[src/rtl/lutram_fifo_ctrl_pkg.sv]
// rtl/lutram_fifo_ctrl_pkg.sv - shared constants and pointer helpers for the LUT-RAM FIFO
package lutram_fifo_pkg;

  localparam int DEPTH = 16;
  localparam int PTR_W = 5;
  localparam int LVL_W = 5;

  function automatic logic [PTR_W-1:0] ptr_inc(input logic [PTR_W-1:0] p);
    return p + PTR_W'(1);
  endfunction

  // Same slot, opposite lap: writer is a full RAM ahead of the reader.
  function automatic logic ptr_full(input logic [PTR_W-1:0] wr, input logic [PTR_W-1:0] rd);
    return (wr[PTR_W-2:0] == rd[PTR_W-2:0]) && (wr[PTR_W-1] != rd[PTR_W-1]);
  endfunction

endpackage

[src/rtl/lutram_fifo_ctrl_if.sv]
// rtl/lutram_fifo_ctrl_if.sv - producer/consumer handshake and status bundle of the FIFO
interface lutram_fifo_ctrl_if #(parameter int WIDTH = 8);
  import lutram_fifo_pkg::*;

  logic             flush;
  logic             in_valid;
  logic [WIDTH-1:0] in_data;
  logic             in_ready;
  logic             out_valid;
  logic [WIDTH-1:0] out_data;
  logic             out_ready;
  logic [LVL_W-1:0] level;
  logic             almost_full;

  modport master (
    output flush, in_valid, in_data, out_ready,
    input  in_ready, out_valid, out_data, level, almost_full
  );

  modport slave (
    input  flush, in_valid, in_data, out_ready,
    output in_ready, out_valid, out_data, level, almost_full
  );

endinterface

[src/rtl/lutram_fifo_ctrl_dpram16xw.sv]
// rtl/lutram_fifo_ctrl_dpram16xw.sv - 16-deep RAM, sync write / async read, built from 16x4 slices
module dpram16xw
  import lutram_fifo_pkg::*;
#(
  parameter int WIDTH = 8
) (
  input  logic             CLK,
  input  logic             we,
  input  logic [3:0]       wad,
  input  logic [WIDTH-1:0] wd,
  input  logic [3:0]       rad,
  output logic [WIDTH-1:0] rd
);

  localparam int NSL = (WIDTH + 3) / 4;

  logic [4*NSL-1:0] wd_pad;
  logic [4*NSL-1:0] rd_pad;

  assign wd_pad = (4*NSL)'(wd);
  assign rd     = rd_pad[WIDTH-1:0];

  for (genvar g = 0; g < NSL; g++) begin : g_slice
    logic [3:0] mem [DEPTH];

    always_ff @(posedge CLK) begin
      if (we) mem[wad] <= wd_pad[4*g +: 4];
    end

    assign rd_pad[4*g +: 4] = mem[rad];
  end

endmodule

[src/rtl/lutram_fifo_ctrl.sv]
// rtl/lutram_fifo_ctrl.sv - first-word-fall-through FIFO over a 16-deep LUT RAM plus output register
module lutram_fifo_ctrl
  import lutram_fifo_pkg::*;
#(
  parameter int WIDTH     = 8,
  parameter int AFULL_LVL = 12
) (
  input  logic               CLK,
  input  logic               LSR,
  lutram_fifo_ctrl_if.slave  bus
);

  logic [PTR_W-1:0] wr_ptr, rd_ptr;
  logic [LVL_W-1:0] level_q, level_nxt;
  logic [WIDTH-1:0] out_data_q, ram_rd;
  logic             out_valid_q, almost_full_q;
  logic             ram_empty, ram_full, in_rdy, push, pop, consume;

  // in_ready deliberately ignores out_ready so no comb path crosses the FIFO.
  always_comb begin
    ram_empty = (wr_ptr == rd_ptr);
    ram_full  = ptr_full(wr_ptr, rd_ptr);
    in_rdy    = !ram_full && !LSR && !bus.flush;
    push      = bus.in_valid && in_rdy;
    pop       = !ram_empty && (!out_valid_q || bus.out_ready);
    consume   = out_valid_q && bus.out_ready;
    level_nxt = level_q + LVL_W'(push) - LVL_W'(consume);
  end

  dpram16xw #(.WIDTH(WIDTH)) u_ram (
    .CLK (CLK),
    .we  (push),
    .wad (wr_ptr[3:0]),
    .wd  (bus.in_data),
    .rad (rd_ptr[3:0]),
    .rd  (ram_rd)
  );

  always_ff @(posedge CLK) begin
    if (LSR) begin
      wr_ptr        <= '0;
      rd_ptr        <= '0;
      out_valid_q   <= 1'b0;
      out_data_q    <= '0;
      level_q       <= '0;
      almost_full_q <= 1'b0;
    end else if (bus.flush) begin
      wr_ptr        <= '0;
      rd_ptr        <= '0;
      out_valid_q   <= 1'b0;
      level_q       <= '0;
      almost_full_q <= 1'b0;
    end else begin
      if (push) wr_ptr <= ptr_inc(wr_ptr);
      if (pop) begin
        out_data_q  <= ram_rd;
        out_valid_q <= 1'b1;
        rd_ptr      <= ptr_inc(rd_ptr);
      end else if (consume) begin
        out_valid_q <= 1'b0;
      end
      level_q       <= level_nxt;
      almost_full_q <= (int'(level_nxt) >= AFULL_LVL);
    end
  end

  assign bus.in_ready    = in_rdy;
  assign bus.out_valid   = out_valid_q;
  assign bus.out_data    = out_data_q;
  assign bus.level       = level_q;
  assign bus.almost_full = almost_full_q;

endmodule

[src/flat_wrapper.sv]
// flat-port wrapper written by rule: the top's interface ports become plain ports
module lutram_fifo_ctrl_flat import lutram_fifo_pkg::*;
#(
  parameter int WIDTH     = 8,
  parameter int AFULL_LVL = 12
)
  (CLK, LSR, bus_flush, bus_in_valid, bus_in_data, bus_out_ready, bus_in_ready, bus_out_valid, bus_out_data, bus_level, bus_almost_full);
  lutram_fifo_ctrl_if #(.WIDTH(WIDTH)) bus_i ();
  input  logic CLK;
  input  logic LSR;
  input wire logic [$bits(bus_i.flush)-1:0] bus_flush;
  input wire logic [$bits(bus_i.in_valid)-1:0] bus_in_valid;
  input wire logic [$bits(bus_i.in_data)-1:0] bus_in_data;
  input wire logic [$bits(bus_i.out_ready)-1:0] bus_out_ready;
  output wire logic [$bits(bus_i.in_ready)-1:0] bus_in_ready;
  output wire logic [$bits(bus_i.out_valid)-1:0] bus_out_valid;
  output wire logic [$bits(bus_i.out_data)-1:0] bus_out_data;
  output wire logic [$bits(bus_i.level)-1:0] bus_level;
  output wire logic [$bits(bus_i.almost_full)-1:0] bus_almost_full;
  assign bus_i.flush = bus_flush;
  assign bus_i.in_valid = bus_in_valid;
  assign bus_i.in_data = bus_in_data;
  assign bus_i.out_ready = bus_out_ready;
  assign bus_in_ready = bus_i.in_ready;
  assign bus_out_valid = bus_i.out_valid;
  assign bus_out_data = bus_i.out_data;
  assign bus_level = bus_i.level;
  assign bus_almost_full = bus_i.almost_full;
  lutram_fifo_ctrl #(.WIDTH(WIDTH), .AFULL_LVL(AFULL_LVL)) u_core (.CLK(CLK), .LSR(LSR), .bus(bus_i));
endmodule
[config.mk]
export PLATFORM = sky130hd
export DESIGN_NAME = lutram_fifo_ctrl_flat
export DESIGN_NICKNAME = d
export VERILOG_FILES = /design/src/rtl/lutram_fifo_ctrl_pkg.sv /design/src/rtl/lutram_fifo_ctrl_if.sv /design/src/rtl/lutram_fifo_ctrl_dpram16xw.sv /design/src/rtl/lutram_fifo_ctrl.sv /design/src/flat_wrapper.sv
export SDC_FILE = /design/constraint.sdc
export NUM_CORES = 1
export LEC_CHECK = 0
export CAP_MARGIN = 20
export CORE_ASPECT_RATIO = 0.75
export CORE_UTILIZATION = 47
export CTS_CLUSTER_DIAMETER = 80
export DETAILED_ROUTE_END_ITERATION = 6
export PLACE_DENSITY = 0.66
export SETUP_SLACK_MARGIN = 0.4
export SLEW_MARGIN = 20
export SYNTH_ARGS = -nofsm -noshare
export SYNTH_HDL_FRONTEND = slang
export SYNTH_SLANG_ARGS = --single-unit
[constraint.sdc]
create_clock -name CLK -period 4.55 [get_ports CLK]
set_input_delay 1.365 -clock CLK [delete_from_list [all_inputs] [get_ports CLK]]
set_output_delay 1.365 -clock CLK [all_outputs]
set_load 0.01 [all_outputs]
==> results.py, run 1 <==
metrics = {
    "critical_path": {
        "critPathLaunchType": "primary input",
        "setup_crit_end": "bus_in_ready",
        "timing_worst_setup_path_type": "primary input to output pin",
        "cp-end-kind": "output pin",
        "cp_max_fo": 3,
        "worstPathArrival_ns": 2.54,
        "cp_slowest_stage_delay_ns": 0.47,
        "timing.critical_path.cells": "clkdlybuf4s50_1, or2_2, a21oi_1, dlygate4sd2_1",
        "r2r-end": "u_core.bus.almost_full",
        "critical-path-slowest-cell": "clkdlybuf4s50_1",
        "setup.reg_to_reg.worst_slack_ns": 1.18,
        "worst_ep_required_time_ns": 3.18,
        "reg2reg_depth": 10,
        "startpoint": "bus_flush",
        "worstReg2RegStart": "u_core.rd_ptr[3]",
    },
    "clocking": {
        "clk_path_buf_depth": 2,
        "cts-buffers-inserted": 17,
        "cts.root.buffer_cell": "clkbuf_16",
        "htree_num_levels": 4,
        "worst_skew_pair.late_latency_ns": 0.41,
        "clkTransAtPathRegs_ns": 0.06,
        "cts_tree": "done",
        "clock-sinks": 153,
    },
    "run": {
        "timing.max_cap.violations": 0,
    },
    "sta": {
        "timing.setup.tns_ns": 0,
        "final_worst_path_period_share_pct": 85.9,
        "finalMaxSlewViolations": 0,
        "rsz0062_at_grt": "no",
        "max_fclk_ghz": 0.256,
        "worst_slew_pin_slew_ns": 0.856,
        "post-route-min-period_ns": 3.91,
        "hold_violations": 0,
        "final.setup_skew_ns": 0.00714,
        "finish_stage_setup_viols": 0,
        "slew_headroom_pct": 42.9,
    },
    "drt": {
        "detail_route.wirelength.met1_um": 5500,
        "met2_wirelength_um": 5710,
        "vias": 3223,
        "wirelength_um": 11900,
        "dr.max_layer_used": "met4",
        "post_drt_via_cell_ratio": 5.54,
        "detailroute.wirelength.met3_um": 618,
        "drcViolationCount": 0,
        "initialDrtViolationCount": 236,
        "wire_per_inst_um": 20.4,
        "drt_pre_antenna_iters": 4,
        "final_antenna_net_count": 0,
    },
    "yosys": {
        "yosys.area_share.adder_pct": 2.32,
        "synth_simple_gate_area_share_pct": 5.44,
        "post_synth_net_total": 388,
        "post_synth_xor_area_fraction_pct": 2.22,
        "synthMuxAreaShare_pct": 13.5,
        "synth_compound_area_share_pct": 4.54,
        "synthesis.area_per_instance_sq_um": 17.2,
        "syn_inst": 364,
        "synth_seq_cells": 153,
        "largest_family_of_logic_cells_by_synthesized_area": "multiplexers",
        "synth.lib_cells_used.distinct": 38,
        "netlist_area_sq_um": 6250,
        "seq_area_frac_synth_pct": 69.5,
        "yosysWarnings": 0,
    },
    "placement": {
        "detailed_place_hpwl_um": 7450,
        "place.port_buffers": 28,
        "gpl.final_weighted_congestion": 0.770,
    },
    "floorplan": {
        "fp-row-count": 36,
        "floorplan.die.height_um": 102,
        "die_area_sq_um": 13800,
        "initial_core_util_pct": 48.2,
        "core_region_area_sq_um": 13000,
        "die_x_um": 135,
        "design.portCount": 29,
    },
    "global_route": {
        "grt.total_usage_pct": 19.0,
        "globalRouteOverflowTotal": 0,
        "grt_antenna_before_repair": 0,
        "grt_pass1_vias": 3252,
        "grt_max_degree": 44,
        "first_pass_grt_wire_length_um": 18500,
    },
    "power_and_ir_drop": {
        "worst_ir_drop_vdd_mv": 0.298,
        "power_density_over_the_cells_nw_per_um2": 419,
        "p_leak_nw": 2.40,
    },
    "worst_hold_path": {
        "holdCritPathClass": "flip-flop to flip-flop",
    },
    "finish": {
        "final_core_util_pct": 56.3,
        "fraction_of_final_layout_cells_sized_beyond_drive_strength_1_pct": 17.8,
        "nets_final": 422,
        "area_growth_pct": 16.9,
        "antenna_cells_inserted": 0,
    },
    "run_status": {
        "run_status": "completed",
    },
}
## power by group
| group | internal (mW) | switching (mW) |
|---|---|---|
| Clock | 0.939 | 0.514 |
| Combinational | 0.0330 | 0.0457 |
| Sequential | 1.52 | 0.00424 |
| Total | 2.50 | 0.564 |
## Yosys cell counts
master	instances	share of area, %
a311oi_2	1	0.24
clkbuf_1	5	0.30
o21ai_0	8	0.64
buf_4	5	0.60
nand4_1	2	0.20
nor2b_1	4	0.40
a221oi_1	8	1.1
buf_2	7	0.56
mux2_2	8	1.4
o31ai_1	1	0.12
edfxtp_1	128	61
ha_1	10	2.0
xor2_2	1	0.26
mux2i_1	20	3.2
a21oi_2	1	0.14
dfxtp_1	25	8.0
a211oi_4	1	0.32
buf_1	2	0.12
nor2_1	19	1.1
nand2b_1	1	0.10
a31oi_1	1	0.10
nand2_1	15	0.90
a21oi_1	5	0.40
a211oi_1	2	0.24
or2_2	2	0.20
and2_1	5	0.50
mux4_1	4	1.7
and3_1	15	1.5
mux4_2	20	7.2
xor2_1	6	0.84
xnor2_1	8	1.1
nor4_4	1	0.34
inv_1	9	0.54
a311oi_1	7	0.98
buf_6	2	0.36
fa_1	1	0.32
a21o_1	2	0.24
nor3_1	2	0.16
## registers in the layout, summed over array words and instances (netlist names)
| register | cells |
|---|---|
| u_core.bus.almost_full | 1 |
| u_core.bus.level | 5 |
| u_core.bus.out_data | 8 |
| u_core.bus.out_valid | 1 |
| u_core.rd_ptr | 5 |
| u_core.u_ram.g_slice.mem | 128 |
| u_core.wr_ptr | 5 |
## critical path, delay by kind of cell
kind                   cells  cell delay [ns]
buffers and inverters      2             0.75
AND/OR/NAND/NOR            1             0.31
AO/OA/AOI/OAI              1             0.11
## cell usage in the layout (no fill, tap or decap), types with 9 or more instances in the layout
cell / Yosys / routed
ha_1: 10 / 10
dfxtp_1: 25 / 23
mux2i_1: 20 / 20
mux4_2: 20 / 20
and3_1: 15 / 15
clkbuf_16: 0 / 18
edfxtp_1: 128 / 128
nand2_1: 15 / 15
inv_1: 9 / 9
nor2_1: 19 / 19
clkdlybuf4s50_1: 0 / 27
## metal layers
layer  global-route usage [%]  vias up
met1                     26.1     1643
met2                     29.9       83
met4                     4.41        0
met5                        0        -
li1                         -     1490
met3                     5.85        7
## area by class of cell
cell class / count / area [sq um]
Fill cell: 1015 / 5660
Sequential cell: 153 / 4350
Multi-Input combinational cell: 181 / 1750
Clock buffer: 25 / 507
Timing Repair Buffer: 36 / 339
Tap cell: 171 / 214
Clock inverter: 7 / 114
Inverter: 9 / 33.8
## per-stage QoR
step,cell area (sq um),hold WS [ns],setup slack [ns],power [mW],instances
floorplan,6250,0.477,0.886,1.59,364
global placement,6690,0.494,0.377,1.63,550
detailed placement,6690,0.519,0.355,1.64,550
CTS,7310,0.527,0.620,3.09,582
global route,7310,0.544,0.521,3.15,582
finish,7310,0.524,0.640,3.06,582
## kinds of logic (layout without fill, tap and decap cells)
group	Yosys count	count (layout)
buf+inv	30	77
mux	52	52
fa+ha+maj	11	11
compound gates	37	37
simple gates	66	66
xor+xnor	15	15
flops	153	153
## repair_timing
item                                    in CTS  in global routing
gates resized for setup                      1                  0
buffers inserted                             0                  0
hold buffers                                 0                  0
endpoints found under the setup margin       1                  0
## how the worst min path moves through the flow
| stage | from | endpoint | slack [ns] | depth (start not counted) |
|---|---|---|---|---|
| 3_3_place_gp | u_core.wr_ptr[4] | u_core.wr_ptr[4] | 0.49 | 1 |
| 5_1_grt | u_core.bus.out_data[5] | u_core.bus.out_data[5] | 0.54 | 2 |
| 4_1_cts | u_core.bus.out_data[2] | u_core.bus.out_data[2] | 0.53 | 2 |
| 6_report | u_core.bus.out_data[2] | u_core.bus.out_data[2] | 0.52 | 2 |
| 2_1_floorplan | u_core.wr_ptr[4] | u_core.wr_ptr[4] | 0.48 | 1 |
| 3_5_place_dp | u_core.bus.out_data[2] | u_core.bus.out_data[2] | 0.52 | 2 |
Note: power is estimated with default switching activity, not from simulation.
==> run 2, diff against run 1 <==
--- a/config.mk
+++ b/config.mk
@@ -7,6 +7,7 @@
 export LEC_CHECK = 0
 export CAP_MARGIN = 20
 export CORE_ASPECT_RATIO = 0.75
+export CORE_MARGIN = 8
 export CORE_UTILIZATION = 47
 export CTS_CLUSTER_DIAMETER = 80
 export DETAILED_ROUTE_END_ITERATION = 6
==> run 2 against run 1 <==
Critical path depth is the same. Core utilization shrank 0.23 points. Sequential power about the same. Highest routed layer unchanged. Cell area is 0.41% lower. Clock power fell by 6%. Global-route usage is 3.8 points lower. First-iteration DRC count is 8.9% higher. Critical endpoint unchanged. Clock-buffer cell count is 4 lower. Largest power group unchanged.
==> results.py, run 2 (same netlist as run 1, synthesis figures left out) <==
metrics = {
    "critical_path": {
        "critical-path-slowest-cell": "clkdlybuf4s50_1",
        "timing.critical_path.cells": "clkdlybuf4s50_1, or2_2, a21oi_1, dlygate4sd2_1",
        "cp-end-kind": "output pin",
        "timing_worst_setup_path_type": "primary input to output pin",
        "cp_slowest_stage_delay_ns": 0.47,
        "worstPathArrival_ns": 2.55,
        "worst_ep_required_time_ns": 3.18,
        "critPathLaunchType": "primary input",
        "critical_path.top_delay_family": "buffers and inverters",
        "critPathBufInv": 2,
        "cp_max_fo": 3,
    },
    "power_and_ir_drop": {
        "worst_ir_drop_vdd_mv": 0.288,
        "power_density_over_the_cells_nw_per_um2": 409,
        "design_power_total_mw": 2.97,
        "p_leak_nw": 2.37,
    },
    "drt": {
        "wire_per_inst_um": 21.1,
        "post_drt_via_cell_ratio": 5.51,
        "wirelength_um": 12300,
        "final_antenna_net_count": 0,
        "initialDrtViolationCount": 257,
        "drt_pre_antenna_iters": 5,
        "drcViolationCount": 0,
        "vias": 3211,
    },
    "clocking": {
        "cts.root.buffer_cell": "clkbuf_16",
        "htree_num_levels": 4,
        "clock-sinks": 153,
        "postcts_setup_bufs": 0,
        "clkTransAtPathRegs_ns": 0.06,
        "worst_skew_pair.late_latency_ns": 0.42,
        "cts-buffers-inserted": 17,
        "cts_tree": "done",
        "clk_path_buf_depth": 2,
    },
    "sta": {
        "slew_headroom_pct": 48.9,
        "post-route-min-period_ns": 3.92,
        "hold_violations": 0,
        "timing.setup.tns_ns": 0,
        "rsz0062_at_grt": "no",
        "final.setup_skew_ns": 0.0138,
        "setup_slack_ns": 0.633,
        "max_fclk_ghz": 0.255,
        "final_worst_path_period_share_pct": 86.1,
        "worst_slew_pin_slew_ns": 0.764,
        "finalMaxSlewViolations": 0,
        "finish_stage_setup_viols": 0,
    },
    "floorplan": {
        "initial_core_util_pct": 48.2,
        "die_x_um": 149,
        "core_region_area_sq_um": 13000,
        "floorplan.die.height_um": 116,
        "fp-row-count": 36,
        "design.portCount": 29,
        "die_area_sq_um": 17300,
    },
    "finish": {
        "nets_final": 423,
        "antenna_cells_inserted": 0,
        "area_growth_pct": 16.4,
        "layout.cells.most_common": "edfxtp_1",
        "ff_latch_area_sq_um": 4350,
        "largest-register": "u_core.u_ram.g_slice.mem",
        "fill_cells": 996,
        "largest_reg_flops": 128,
        "area_of_the_multi_input_gates_sq_um": 1750,
        "fraction_of_final_layout_cells_sized_beyond_drive_strength_1_pct": 18.4,
        "layout_common_cells": "edfxtp_1, clkdlybuf4s50_1, dfxtp_1",
    },
    "placement": {
        "gpl.final_weighted_congestion": 0.751,
        "place.port_buffers": 28,
        "detailed_place_hpwl_um": 7710,
        "place_ws_ns": 0.354,
    },
    "global_route": {
        "grt_antenna_before_repair": 0,
        "grt_max_degree": 44,
        "first_pass_grt_wire_length_um": 19300,
        "grt.total_usage_pct": 15.2,
        "globalRouteOverflowTotal": 0,
        "grt_pass1_vias": 3373,
    },
    "run": {
        "timing.max_cap.violations": 0,
    },
    "worst_hold_path": {
        "holdCritPathClass": "flip-flop to flip-flop",
    },
    "run_status": {
        "run_status": "completed",
    },
}
[run 2: cell types whose count changed in the layout (fill, tap and decap cells not counted)]
cell        before  now
clkinv_4         0    1
buf_4            8    9
clkbuf_16       18   17
clkinvlp_4       0    4
clkbuf_8         3    2
bufinv_16        3    2
clkbuf_1         4    2
[run 2: metal layers]
metal | global-route usage (%) | share of wire, % | up-vias | wire length, um
met3 | 4.60 | 6.2 | 6 | 759
met1 | 19.7 | 45 | 1630 | 5590
met2 | 24.5 | 48 | 83 | 5870
met5 | 0 | 0 | - | 0
li1 | - | - | 1492 | -
met4 | 4.23 | 0.72 | 0 | 89
[run 2: final cells by class]
| cell class | instances | share of cell area, % |
|---|---|---|
| clock buffers | 21 | 6.33 |
| flip-flops and latches | 153 | 59.7 |
| multi-input cells | 181 | 24.1 |
| well taps | 171 | 2.94 |
| repair buffers | 37 | 4.76 |
| clock inverters | 11 | 1.68 |
| inverters | 9 | 0.464 |
[run 2: worst min-delay path, stage by stage, from the launching register on]
cell	delay, ns
dfxtp_1	0.31
nor2_1	0.10
a311oi_1	0.05
[run 2: worst paths after layout]
check	from	endpoint	slack (ns)	cells past startpoint
min reg2reg	u_core.bus.out_data[1]	u_core.bus.out_data[1]	0.51	2
max	bus_flush	bus_in_ready	0.63	4
min	u_core.bus.out_data[1]	u_core.bus.out_data[1]	0.51	2
max reg2reg	u_core.wr_ptr[0]	u_core.bus.almost_full	1.65	10
[run 2: report_power, final]
group | total (mW) | switching (mW) | internal, mW
registers | 1.53 | 0.00394 | 1.52
logic | 0.0789 | 0.0459 | 0.0331
clock network | 1.37 | 0.532 | 0.835
[run 2: repair_timing]
item | in CTS | in global routing
endpoints found under the setup margin | 1 | 0
gates resized for setup | 1 | 0
hold buffers | 0 | 0
hold endpoints to repair | 0 | 0
[run 2: metrics by stage]
| step | std cells | util (%) | hold slack [ns] | cell area (sq um) |
|---|---|---|---|---|
| 6_report | 583 | 56.1 | 0.506 | 7280 |
| 3_5_place_dp | 551 | 51.6 | 0.505 | 6700 |
| 3_3_place_gp | 551 | 51.6 | 0.496 | 6700 |
| 5_1_grt | 583 | 56.1 | 0.531 | 7280 |
| 4_1_cts | 583 | 56.1 | 0.513 | 7280 |
| 2_1_floorplan | 364 | - | 0.477 | 6250 |
